$ cat src/rtl/audio_track_sequencer.sv
// audio_track_sequencer: shares one sample-playback path between two looping
// BGM tracks and a one-shot sound effect. Generates the sample tick, owns the
// ROM address counter and selects the active ROM.
// Optional feature macro: AUDIO_SEQ_BGM_RESUME_EN (resume BGM at the saved
// address after an effect instead of restarting it).
module audio_track_sequencer #(
    parameter int CLK_FREQUENCY_HZ = 100000000,
    parameter int SAMPLE_RATE_HZ   = 8000,
    parameter int ADDR_W           = 15,
    parameter int BGM0_LEN         = 22400,
    parameter int BGM1_LEN         = 22400,
    parameter int SFX_LEN          = 4000,
    parameter int MUTE_TICKS       = 16
) (
    input  logic              clk,
    input  logic              reset,
    input  logic [1:0]        bgm_sel,
    input  logic              sfx_req,
    output logic              sample_tick,
    output logic [ADDR_W-1:0] rom_addr,
    output logic [1:0]        rom_sel,
    output logic              rom_ce,
    output logic              aud_en,
    output logic              sfx_busy,
    output logic              sfx_done
);

    localparam int DIV   = CLK_FREQUENCY_HZ / SAMPLE_RATE_HZ;
    localparam int CNT_W = (DIV > 1) ? $clog2(DIV) : 1;
    localparam int GAP_W = (MUTE_TICKS > 1) ? $clog2(MUTE_TICKS) : 1;

    localparam logic [CNT_W-1:0]  DIV_LAST  = CNT_W'(DIV - 1);
    localparam logic [GAP_W-1:0]  GAP_LAST  = GAP_W'(MUTE_TICKS - 1);
    localparam logic [ADDR_W-1:0] BGM0_LAST = ADDR_W'(BGM0_LEN - 1);
    localparam logic [ADDR_W-1:0] BGM1_LAST = ADDR_W'(BGM1_LEN - 1);
    localparam logic [ADDR_W-1:0] SFX_LAST  = ADDR_W'(SFX_LEN - 1);

    localparam logic [1:0] SEL_BGM0 = 2'd0;
    localparam logic [1:0] SEL_BGM1 = 2'd1;
    localparam logic [1:0] SEL_SFX  = 2'd2;

    typedef enum logic [1:0] {
        IDLE,
        PLAY_BGM,
        GAP,
        PLAY_SFX
    } state_t;

    state_t            state;
    state_t            state_n;
    logic [CNT_W-1:0]  div_cnt;
    logic [CNT_W-1:0]  div_cnt_n;
    logic              tick_n;
    logic [GAP_W-1:0]  gap_cnt;
    logic [GAP_W-1:0]  gap_n;
    logic [ADDR_W-1:0] addr_n;
    logic [1:0]        sel_n;
    logic              done_n;
    logic              bgm_valid;
    logic [1:0]        bgm_track;
    logic [ADDR_W-1:0] bgm_last;

    // Decode the BGM request and the loop end of the track currently playing
    always_comb begin
        bgm_valid = (bgm_sel == 2'b01) || (bgm_sel == 2'b10);
        bgm_track = (bgm_sel == 2'b10) ? SEL_BGM1 : SEL_BGM0;
        bgm_last  = (rom_sel == SEL_BGM1) ? BGM1_LAST : BGM0_LAST;
    end

    // Look ahead one cycle on the divider so sample_tick can be a register
    always_comb begin
        div_cnt_n = (div_cnt == DIV_LAST) ? '0 : div_cnt + 1'b1;
        tick_n    = (div_cnt_n == DIV_LAST);
    end

`ifdef AUDIO_SEQ_BGM_RESUME_EN
    logic [ADDR_W-1:0] saved_addr;
    logic [1:0]        saved_sel;
    logic              saved_valid;

    // Capture the interrupted BGM position when an effect takes over the path
    always_ff @(posedge clk or negedge reset) begin
        if (!reset) begin
            saved_addr  <= '0;
            saved_sel   <= SEL_BGM0;
            saved_valid <= 1'b0;
        end else if (state != PLAY_SFX && state_n == PLAY_SFX) begin
            saved_addr  <= rom_addr;
            saved_sel   <= rom_sel;
            saved_valid <= (state == PLAY_BGM);
        end
    end
`endif

    // Next-state, next-address and next-select decisions for the scheduler
    always_comb begin
        state_n = state;
        addr_n  = rom_addr;
        sel_n   = rom_sel;
        gap_n   = gap_cnt;
        if (sfx_req && state != PLAY_SFX) begin
            state_n = PLAY_SFX;
            addr_n  = '0;
            sel_n   = SEL_SFX;
        end else begin
            case (state)
                IDLE: begin
                    if (bgm_valid) begin
                        state_n = PLAY_BGM;
                        addr_n  = '0;
                        sel_n   = bgm_track;
                    end
                end
                PLAY_BGM: begin
                    if (!bgm_valid) begin
                        state_n = IDLE;
                        addr_n  = '0;
                    end else if (bgm_track != rom_sel) begin
                        state_n = GAP;
                        gap_n   = '0;
                    end else if (sample_tick) begin
                        addr_n = (rom_addr == bgm_last) ? '0 : rom_addr + 1'b1;
                    end
                end
                GAP: begin
                    if (sample_tick) begin
                        if (gap_cnt == GAP_LAST) begin
                            addr_n = '0;
                            if (bgm_valid) begin
                                state_n = PLAY_BGM;
                                sel_n   = bgm_track;
                            end else begin
                                state_n = IDLE;
                            end
                        end else begin
                            gap_n = gap_cnt + 1'b1;
                        end
                    end
                end
                PLAY_SFX: begin
                    if (sample_tick) begin
                        if (rom_addr == SFX_LAST) begin
                            if (bgm_valid) begin
                                state_n = PLAY_BGM;
                                sel_n   = bgm_track;
`ifdef AUDIO_SEQ_BGM_RESUME_EN
                                addr_n  = (saved_valid && saved_sel == bgm_track) ? saved_addr : '0;
`else
                                addr_n  = '0;
`endif
                            end else begin
                                state_n = IDLE;
                                sel_n   = SEL_BGM0;
                                addr_n  = '0;
                            end
                        end else begin
                            addr_n = rom_addr + 1'b1;
                        end
                    end
                end
                default: begin
                    state_n = IDLE;
                    addr_n  = '0;
                    sel_n   = SEL_BGM0;
                end
            endcase
        end
        done_n = (state_n == PLAY_SFX) && (addr_n == SFX_LAST) && tick_n;
    end

    // Register state, divider and every output so nothing glitches downstream
    always_ff @(posedge clk or negedge reset) begin
        if (!reset) begin
            state       <= IDLE;
            div_cnt     <= '0;
            gap_cnt     <= '0;
            sample_tick <= 1'b0;
            rom_addr    <= '0;
            rom_sel     <= SEL_BGM0;
            rom_ce      <= 1'b0;
            aud_en      <= 1'b0;
            sfx_busy    <= 1'b0;
            sfx_done    <= 1'b0;
        end else begin
            state       <= state_n;
            div_cnt     <= div_cnt_n;
            gap_cnt     <= gap_n;
            sample_tick <= tick_n;
            rom_addr    <= addr_n;
            rom_sel     <= sel_n;
            rom_ce      <= (state_n == PLAY_BGM) || (state_n == PLAY_SFX);
            aud_en      <= (state_n == PLAY_BGM) || (state_n == PLAY_SFX);
            sfx_busy    <= (state_n == PLAY_SFX);
            sfx_done    <= done_n;
        end
    end

endmodule
$ cat config.mk
export PLATFORM = sky130hd
export DESIGN_NAME = audio_track_sequencer
export DESIGN_NICKNAME = d
export VERILOG_FILES = /design/src/rtl/audio_track_sequencer.sv
export SDC_FILE = /design/constraint.sdc
export NUM_CORES = 1
export LEC_CHECK = 0
export BUFFER_PORTS_ARGS = -buffer_cell sky130_fd_sc_hd__buf_2
export CAP_MARGIN = 20
export CORE_ASPECT_RATIO = 1.4
export CORE_MARGIN = 3
export CORE_UTILIZATION = 40
export CTS_CLUSTER_DIAMETER = 30
export DETAILED_ROUTE_END_ITERATION = 7
export GPL_TIMING_DRIVEN = 0
export HOLD_SLACK_MARGIN = 0.06
export PLACE_DENSITY = 0.7
export SLEW_MARGIN = 20
export SYNTH_ARGS = -nofsm -noshare
export SYNTH_HDL_FRONTEND = slang
export SYNTH_SLANG_ARGS = --single-unit
$ cat constraint.sdc
create_clock -name clk -period 2.34 [get_ports clk]
set_clock_uncertainty 0.15 [all_clocks]
set_input_delay 0.234 -clock clk [delete_from_list [all_inputs] [get_ports clk]]
set_output_delay 0.234 -clock clk [all_outputs]
set_load 0.02 [all_outputs]
==> results of run 1 <==
## through the flow
step / instance area (sq um) / power [W] / hold slack, ns / setup slack (ns) / util, %
after CTS: 3270 / 0.00129 / 0.119 / -0.108 / 52.7
after global placement: 2820 / 0.000796 / 0.252 / -0.513 / 45.4
final: 3420 / 0.00127 / 0.133 / -0.193 / 55.0
after floorplan: 2600 / 0.000765 / -0.212 / 0.00127 / -
after global routing: 3420 / 0.00132 / 0.151 / -0.267 / 55.0
after detailed placement: 2820 / 0.000798 / 0.266 / -0.512 / 45.4
## power by group through the flow
stage / clock network (W) / registers (W) / logic, W
global placement: 0 / 0.000724 / 0.0000719
detailed placement: 0 / 0.000725 / 0.0000729
global route: 0.000522 / 0.000714 / 0.0000838
finish: 0.000482 / 0.000712 / 0.0000748
floorplan: 0 / 0.000729 / 0.0000355
CTS: 0.000499 / 0.000712 / 0.0000755
## sequential cells by signal, indices dropped and copies added (netlist names)
signal / flops
rom_sel: 2
rom_addr: 15
sample_tick: 1
gap_cnt: 4
sfx_busy: 1
state: 2
sfx_done: 1
div_cnt: 14
## worst paths after layout
check	start	cells past startpoint	end
worst max-delay path	rom_addr[13]	10	sfx_done
worst min-delay path	sfx_req	2	rom_sel[1]
worst max register to register	rom_addr[13]	10	sfx_done
worst min register to register	gap_cnt[0]	1	gap_cnt[0]
max in group asynchronous	reset	2	rom_addr[4]
min in group asynchronous	reset	2	rom_addr[0]
## repair_timing
| action | CTS | global route |
|---|---|---|
| hold buffers | 1 | 0 |
| setup endpoints to repair | 2 | 1 |
| buffers inserted | 27 | 13 |
| hold endpoints to repair | 40 | 0 |
| resized for setup | 32 | 16 |
| pin swaps | 23 | 16 |
## metal layers
layer | part of all wire [%] | track usage (%) | up-vias
met1 | 38 | 23.3 | 1288
met2 | 52 | 34.5 | 95
met5 | 0 | 0 | -
li1 | - | - | 1201
met3 | 4.5 | 4.29 | 36
met4 | 4.4 | 10.3 | 0
## worst max-delay path: cells and delay by family, from the launching register on
family / cells / cell delay (ns)
simple gates: 6 / 1.28
compound gates: 1 / 0.10
buf+inv: 3 / 0.46
flops: 1 / 0.46
## kinds of logic after synthesis
logic type      count (synthesis)  share of synthesized area, %
compound gates                 68                          19.5
xor+xnor                       15                          5.39
fa+ha+maj                       4                          1.94
buf+inv                        13                          2.67
flops                          40                          38.9
mux                             2                         0.777
simple gates                  142                          30.9
## synthesized netlist by cell type (all sizes together) (7+ instances only)
cell | count | area (sq um)
nand4 | 9 | 56.3
and3 | 9 | 56.3
nor2 | 22 | 85.1
dfrtp | 40 | 1000
nor3 | 7 | 51.3
buf | 8 | 50.1
nand3 | 19 | 95.1
nand2 | 35 | 131
xor2 | 9 | 86.3
o21ai | 24 | 135
a21oi | 11 | 55.1
## area by class of cell
cell class / count / share of cell area [%]
buffer: 8 / 1.54
tap: 72 / 2.64
inverter: 3 / 0.330
timing repair buffer: 67 / 13.8
clock buffer: 6 / 2.42
clock inverter: 2 / 0.293
multi-input combinational: 231 / 49.2
sequential: 40 / 29.8
==> results.sh, run 1 <==
export IMPL_synthDistinctLibCells=67
export IMPL_status="finished with violations"
export IMPL_grt_first_pass_wirelength_microns=11800
export IMPL_setup_tns_ns=-0.193
export IMPL_route_detailed_drc=0
export IMPL_final_nets=365
export IMPL_end_kind="register"
export IMPL_drt_first_iter_violations=186
export IMPL_fin_cells=429
export IMPL_path_max_fanout=6
export IMPL_crit_chain="buf_12, nor4b_4, and4_4, nor2_4, buf_4, buf_4, nor2_4, o21ai_1, nand4bb_1, nor4_2"
export IMPL_fp_dieH_microns=101
export IMPL_power_frac_comb_pct=5.9
export IMPL_syn_to_final_growth_pct=32.6
export IMPL_max_freq_mhz=395
export IMPL_ys_warn_count=0
export IMPL_worstPathArrival_ns=2.59
export IMPL_drt_wl_total_microns=7470
export IMPL_hold_viol=0
export IMPL_dpl_cell_count=382
export IMPL_final_cell_mix="buf_4 (39), nand2_1 (35), buf_2 (29)"
export IMPL_multiInputGateArea_sq_mm=0.00168
export IMPL_path_clk_slew_ns=0.08
export IMPL_clk_latency_ns=0.29
export IMPL_async_flop_share_pct=100
export IMPL_powerDensity_mw_per_mm2=371
export IMPL_swShare_pct=24.0
export IMPL_die_area_sq_mm=0.00745
export IMPL_timing_final_crit_share_pct=108
export IMPL_cts_root_buf="clkbuf_8"
export IMPL_finalWorstSetupSlack_ns=-0.193
export IMPL_drive_gt1_share_pct=36.7
export IMPL_syn_avg_cell_area_sq_um=9.07
export IMPL_p_leak_nw=1.44
export IMPL_worstPathRequired_ns=2.39
export IMPL_tightest_slew_ns=0.888
export IMPL_critPathLaunchType="register"
export IMPL_seqPwrFrac_pct=56.1
export IMPL_vias=2620
export IMPL_cts_buffers=5
export IMPL_first_pass_iters=5
export IMPL_rsz0062_at_grt="true"
export IMPL_intPower_w=0.000964
export IMPL_cts_tree="done"
export IMPL_io_pins=27
export IMPL_ys_flop_type="dfrtp_1"
export IMPL_grt_pass1_vias=2543
export IMPL_core_sq_mm=0.00621
export IMPL_syn_nets=293
export IMPL_p_sw_w=0.000304
export IMPL_synth_edf_count=0
export IMPL_ys_ff_latch=40
export IMPL_avgViaCountPerCell=6.11
export IMPL_synthesis_area_sq_mm=0.00258
export IMPL_antenna_found_initial=0
export IMPL_seq_area_sq_mm=0.00102
export IMPL_cts_sinks=40
export IMPL_nFillCells=541
export IMPL_grt_start_max_net_pins=41
export IMPL_hold_class="input port to register"
export IMPL_ant_nets=0
export IMPL_max_cap_viol_count=0
export IMPL_place_hpwl_microns=4650
export IMPL_final_common_cell="buf_4"
export IMPL_post_drt_wl_per_cell_microns=17.4
export IMPL_grt_usage_pct=20.2
export IMPL_max_slew_margin_rel_pct=40.8
export IMPL_syn_inst=284
export IMPL_slowest_stage="dfrtp_2"
export IMPL_gp_congestion=0.893
export IMPL_setup_violations=1
export IMPL_peakVddDrop_mv=0.302
export IMPL_n_antenna_cell=0
export IMPL_criticalPathCategory="register to register"
export IMPL_start_util_pct=41.5
export IMPL_regToRegSetupSlack_ns=-0.19
export IMPL_failed_checks="setup timing"
export IMPL_row_count=34
export IMPL_period_needed_ns=2.53
export IMPL_cts_max_level=2
export IMPL_grt_ovfl_total=0
export IMPL_slew_violations=0
export IMPL_yosysSeqAreaShare_pct=38.9
export IMPL_port_buffers=26
export IMPL_clkPwrFrac_pct=38.0
export IMPL_clockBufferDepth=2
export IMPL_die_width_microns=73.8
export IMPL_slowest_delay_ns=0.46
(Power assumes the default switching activity.)
==> run 2: changes to the inputs <==
--- a/config.mk
+++ b/config.mk
@@ -8,13 +8,14 @@
 export BUFFER_PORTS_ARGS = -buffer_cell sky130_fd_sc_hd__buf_2
 export CAP_MARGIN = 20
 export CORE_ASPECT_RATIO = 1.4
-export CORE_MARGIN = 3
+export CORE_MARGIN = 2
 export CORE_UTILIZATION = 40
 export CTS_CLUSTER_DIAMETER = 30
 export DETAILED_ROUTE_END_ITERATION = 7
 export GPL_TIMING_DRIVEN = 0
 export HOLD_SLACK_MARGIN = 0.06
 export PLACE_DENSITY = 0.7
+export SETUP_SLACK_MARGIN = 0.3
 export SLEW_MARGIN = 20
 export SYNTH_ARGS = -nofsm -noshare
 export SYNTH_HDL_FRONTEND = slang
==> results.sh, run 2 (synthesis gave the netlist of run 1 again) <==
export IMPL_status="finished with violations"
export IMPL_failed_checks="setup timing"
export IMPL_slew_violations=0
export IMPL_setup_tns_ns=-0.202
export IMPL_r2r_end="sfx_done"
export IMPL_cts_tree="done"
export IMPL_rr_worst_depth=9
export IMPL_top_register="rom_addr"
export IMPL_final_cell_mix="nand2_1 (35), buf_2 (29), dfrtp_1 (29)"
export IMPL_grt_ovfl_total=0
export IMPL_critPathLaunchType="register"
export IMPL_route_detailed_drc=0
export IMPL_worstPathArrival_ns=2.55
export IMPL_syn_to_final_growth_pct=36.7
export IMPL_reg_top3="rom_addr: 15 flops, div_cnt: 14 flops, gap_cnt: 4 flops"
export IMPL_drt_first_iter_violations=261
export IMPL_io_pins=27
export IMPL_hp_start="sfx_req"
export IMPL_seq_area_sq_mm=0.00101
export IMPL_criticalPathCategory="register to register"
export IMPL_grt_pass1_vias=2497
export IMPL_start_util_pct=41.5
export IMPL_fin_total_pwr_w=0.00138
export IMPL_grt_usage_pct=21.2
export IMPL_r2r_start="state[0]"
export IMPL_crit_top_cell="buf_6"
export IMPL_final_common_cell="nand2_1"
export IMPL_max_slew_margin_rel_pct=40.8
export IMPL_drt_wl_total_microns=7580
export IMPL_avgViaCountPerCell=6.18
export IMPL_max_freq_mhz=400
export IMPL_gp_congestion=0.834
export IMPL_ant_nets=0
export IMPL_n_antenna_cell=0
export IMPL_first_pass_iters=6
export IMPL_grt_start_max_net_pins=41
export IMPL_final_nets=361
export IMPL_dpl_cell_count=382
export IMPL_clockBufferDepth=2
export IMPL_crit_chain="buf_6, or3b_4, nor3_4, o31a_4, buf_6, o21ai_2, a311oi_2, nand4_1, nor4_2"
export IMPL_finalWorstSetupSlack_ns=-0.157
export IMPL_cts_max_level=2
export IMPL_final_util_pct=56.7
export IMPL_port_buffers=26
export IMPL_multiInputGateArea_sq_mm=0.00180
export IMPL_path_max_fanout=5
export IMPL_fin_cells=425
export IMPL_row_count=34
export IMPL_hold_class="input port to register"
export IMPL_timing_final_crit_share_pct=107
export IMPL_clk_latency_ns=0.30
export IMPL_cts_buffers=5
export IMPL_p_leak_nw=1.45
export IMPL_end_kind="register"
export IMPL_rsz0062_at_grt="true"
export IMPL_drive_gt1_share_pct=38.8
export IMPL_core_sq_mm=0.00621
export IMPL_hold_viol=0
export IMPL_max_cap_viol_count=0
export IMPL_post_drt_wl_per_cell_microns=17.8
export IMPL_nFillCells=526
export IMPL_regToRegSetupSlack_ns=-0.16
export IMPL_worstPathRequired_ns=2.40
export IMPL_powerDensity_mw_per_mm2=391
export IMPL_period_needed_ns=2.50
export IMPL_die_width_microns=71.8
export IMPL_antenna_found_initial=0
export IMPL_largest_register_ffs=15
export IMPL_slowest_delay_ns=0.39
export IMPL_cts_root_buf="clkbuf_8"
export IMPL_min_path_cells=2
export IMPL_grt_first_pass_wirelength_microns=12100
export IMPL_cts_sinks=40
export IMPL_fp_dieH_microns=99.0
export IMPL_vias=2628
export IMPL_setup_violations=2
export IMPL_holdPathEnd="rom_sel[1]"
export IMPL_place_hpwl_microns=4520
export IMPL_die_area_sq_mm=0.00711
export IMPL_peakVddDrop_mv=0.301
export IMPL_path_clk_slew_ns=0.09
export IMPL_slowest_stage="or3b_4"
export IMPL_tightest_slew_ns=0.889
run 2: cell count changes in the layout (fill, tap and decap cells not counted), moves of 2 or more:
| cell | delta |
|---|---|
| o21ai_4 | +5 |
| o21ai_2 | +2 |
| dfrtp_2 | -2 |
| dfrtp_1 | +2 |
| buf_12 | -2 |
| or3_4 | +2 |
| o21ai_0 | -5 |
| o21ai_1 | -2 |
| buf_4 | -14 |
| or3_1 | -2 |
| buf_6 | +9 |
run 2: cell type report:
class	count	share of cell area (%)
multi-input combinational	232	51.1
sequential	40	28.8
timing repair buffer	60	12.2
tap	72	2.56
clock buffer	5	1.95
buffer	10	1.85
clock inverter	3	1.21
inverter	3	0.320
run 2: layer usage:
layer,share of wire (%),up-vias,track usage [%]
li1,-,1204,-
met5,0,-,0
met4,3.1,0,8.71
met3,6.1,33,4.81
met1,39,1255,25.3
met2,52,136,36.5
run 2: critical path, delay by kind of cell (launching register included):
family | cells | cell delay (ns)
AOI/OAI and AO/OA | 3 | 0.60
buffers and inverters | 2 | 0.25
DFF | 1 | 0.38
and+or+nand+nor | 4 | 1.02
run 2: metrics by stage:
stage / hold slack, ns / instance area [sq um] / setup slack, ns
6_report: 0.176 / 3520 / -0.157
4_1_cts: 0.133 / 3350 / -0.0970
3_5_place_dp: 0.265 / 2840 / -0.335
3_3_place_gp: 0.254 / 2840 / -0.316
5_1_grt: 0.175 / 3520 / -0.240
2_1_floorplan: -0.212 / 2620 / 0.0386
run 2: worst max-delay path by stage:
stage / from / end / cells past startpoint
floorplan: rom_addr[7] / sfx_done / 6
global placement: bgm_sel[0] / sfx_done / 10
detailed placement: gap_cnt[0] / sfx_done / 8
CTS: state[0] / sfx_done / 9
global route: state[0] / sfx_done / 9
finish: state[0] / sfx_done / 9
run 2: where the power goes:
group          switching [W]  internal (W)
Combinational      0.0000476     0.0000287
Clock               0.000274      0.000316
Sequential         0.0000118      0.000700
run 2: repair_timing:
item / 4_1_cts / 5_1_grt
endpoints found under the hold margin: 40 / 0
pin swaps: 19 / 15
resized for setup: 38 / 33
hold buffers: 1 / 0
setup endpoints to repair: 21 / 19
gates cloned: 1 / 0
setup buffers: 29 / 4
==> run 3: changes to the inputs <==
--- a/config.mk
+++ b/config.mk
@@ -10,12 +10,13 @@
 export CORE_ASPECT_RATIO = 1.4
 export CORE_MARGIN = 2
 export CORE_UTILIZATION = 40
-export CTS_CLUSTER_DIAMETER = 30
+export CTS_CLUSTER_DIAMETER = 40
 export DETAILED_ROUTE_END_ITERATION = 7
 export GPL_TIMING_DRIVEN = 0
 export HOLD_SLACK_MARGIN = 0.06
 export PLACE_DENSITY = 0.7
 export SETUP_SLACK_MARGIN = 0.3
+export SKIP_CTS_REPAIR_TIMING = 1
 export SLEW_MARGIN = 20
 export SYNTH_ARGS = -nofsm -noshare
 export SYNTH_HDL_FRONTEND = slang
==> results.sh, run 3 (synthesis gave the netlist of run 1 again) <==
export IMPL_fin_total_pwr_w=0.00137
export IMPL_vias=2552
export IMPL_syn_to_final_growth_pct=36.4
export IMPL_n_antenna_cell=0
export IMPL_slowest_stage="or4_4"
export IMPL_port_buffers=26
export IMPL_worstPathRequired_ns=2.40
export IMPL_grt_start_max_net_pins=41
export IMPL_dpl_cell_count=382
export IMPL_status="finished with violations"
export IMPL_first_pass_iters=5
export IMPL_r2r_end="sfx_done"
export IMPL_critPathLaunchType="register"
export IMPL_row_count=34
export IMPL_reg_top3="rom_addr: 15 flops, div_cnt: 14 flops, gap_cnt: 4 flops"
export IMPL_drive_gt1_share_pct=40.1
export IMPL_ant_nets=0
export IMPL_cts_buffers=5
export IMPL_holdPathEnd="rom_sel[1]"
export IMPL_r2r_start="rom_addr[7]"
export IMPL_setup_tns_ns=-0.240
export IMPL_die_width_microns=71.8
export IMPL_regToRegSetupSlack_ns=-0.24
export IMPL_top_register="rom_addr"
export IMPL_grt_first_pass_wirelength_microns=10500
export IMPL_post_drt_wl_per_cell_microns=16.9
export IMPL_worstPathArrival_ns=2.64
export IMPL_final_util_pct=56.6
export IMPL_end_kind="register"
export IMPL_drt_first_iter_violations=275
export IMPL_avgViaCountPerCell=5.92
export IMPL_p_leak_nw=1.48
export IMPL_hold_viol=0
export IMPL_cts_max_level=2
export IMPL_failed_checks="setup timing"
export IMPL_powerDensity_mw_per_mm2=390
export IMPL_cts_root_buf="clkbuf_8"
export IMPL_final_common_cell="buf_4"
export IMPL_start_util_pct=41.5
export IMPL_hold_class="input port to register"
export IMPL_grt_ovfl_total=0
export IMPL_hp_start="sfx_req"
export IMPL_largest_register_ffs=15
export IMPL_crit_chain="or4_4, o31a_4, o21ai_4, o211ai_1, nand4b_1, nor4_2"
export IMPL_clk_latency_ns=0.31
export IMPL_max_slew_margin_rel_pct=40.9
export IMPL_timing_final_crit_share_pct=110
export IMPL_max_cap_viol_count=0
export IMPL_path_clk_slew_ns=0.09
export IMPL_setup_violations=1
export IMPL_rsz0062_at_grt="true"
export IMPL_route_detailed_drc=0
export IMPL_finalWorstSetupSlack_ns=-0.240
export IMPL_place_hpwl_microns=4520
export IMPL_fp_dieH_microns=99.0
export IMPL_rr_worst_depth=6
export IMPL_io_pins=27
export IMPL_grt_pass1_vias=2247
export IMPL_min_path_cells=2
export IMPL_dp_slack_ns=-0.335
export IMPL_tightest_slew_ns=0.887
export IMPL_grt_usage_pct=18.5
export IMPL_crit_family="simple AND/OR/NAND/NOR gates"
export IMPL_drt_wl_total_microns=7290
export IMPL_cts_tree="done"
export IMPL_antenna_found_initial=0
export IMPL_cp_num_buf_inv=0
export IMPL_gp_congestion=0.834
export IMPL_cts_sinks=40
export IMPL_clockBufferDepth=2
export IMPL_period_needed_ns=2.58
export IMPL_final_cell_mix="buf_4 (37), nand2_1 (34), buf_2 (29)"
export IMPL_max_freq_mhz=388
export IMPL_criticalPathCategory="register to register"
export IMPL_core_sq_mm=0.00621
export IMPL_slew_violations=0
export IMPL_path_max_fanout=7
export IMPL_final_nets=367
export IMPL_slowest_delay_ns=0.60
export IMPL_die_area_sq_mm=0.00711
export IMPL_peakVddDrop_mv=0.296
export IMPL_fin_cells=431
-- run 3: stage by stage --
stage / hold WS [ns] / instance area, sq um
floorplan: -0.212 / 2620
global placement: 0.254 / 2840
detailed placement: 0.265 / 2840
CTS: -0.0643 / 2950
global route: 0.183 / 3510
finish: 0.165 / 3510
-- run 3: report_power, final --
group          leakage, nW  internal, W  switching [W]
Combinational        0.927    0.0000291      0.0000464
Clock               0.0541     0.000316       0.000267
Sequential           0.499     0.000700      0.0000115
Total                 1.48      0.00104       0.000325
-- run 3: per-layer routing --
metal	track usage, %	part of all wire, %	up-vias
li1	-	-	1206
met4	6.68	2.0	0
met1	22.7	41	1227
met2	31.6	51	100
met5	0	0	-
met3	3.99	5.8	19
-- run 3: layout make-up --
cell class | instances | area, sq um
inverter | 3 | 11.3
buffer | 10 | 72.6
clock buffer | 5 | 68.8
sequential | 40 | 1020
multi-input combinational | 233 | 1770
tap | 72 | 90.1
fill | 538 | 2700
clock inverter | 3 | 42.5
timing repair buffer | 65 | 437
-- run 3: worst max path at each step --
| stage | depth (start not counted) | to | from | slack, ns |
|---|---|---|---|---|
| detailed placement | 8 | sfx_done | gap_cnt[0] | -0.33 |
| CTS | 8 | sfx_done | gap_cnt[0] | -0.36 |
| finish | 6 | sfx_done | rom_addr[7] | -0.24 |
| global placement | 10 | sfx_done | bgm_sel[0] | -0.32 |
| floorplan | 6 | sfx_done | rom_addr[7] | 0.04 |
| global route | 6 | sfx_done | rom_addr[11] | -0.28 |
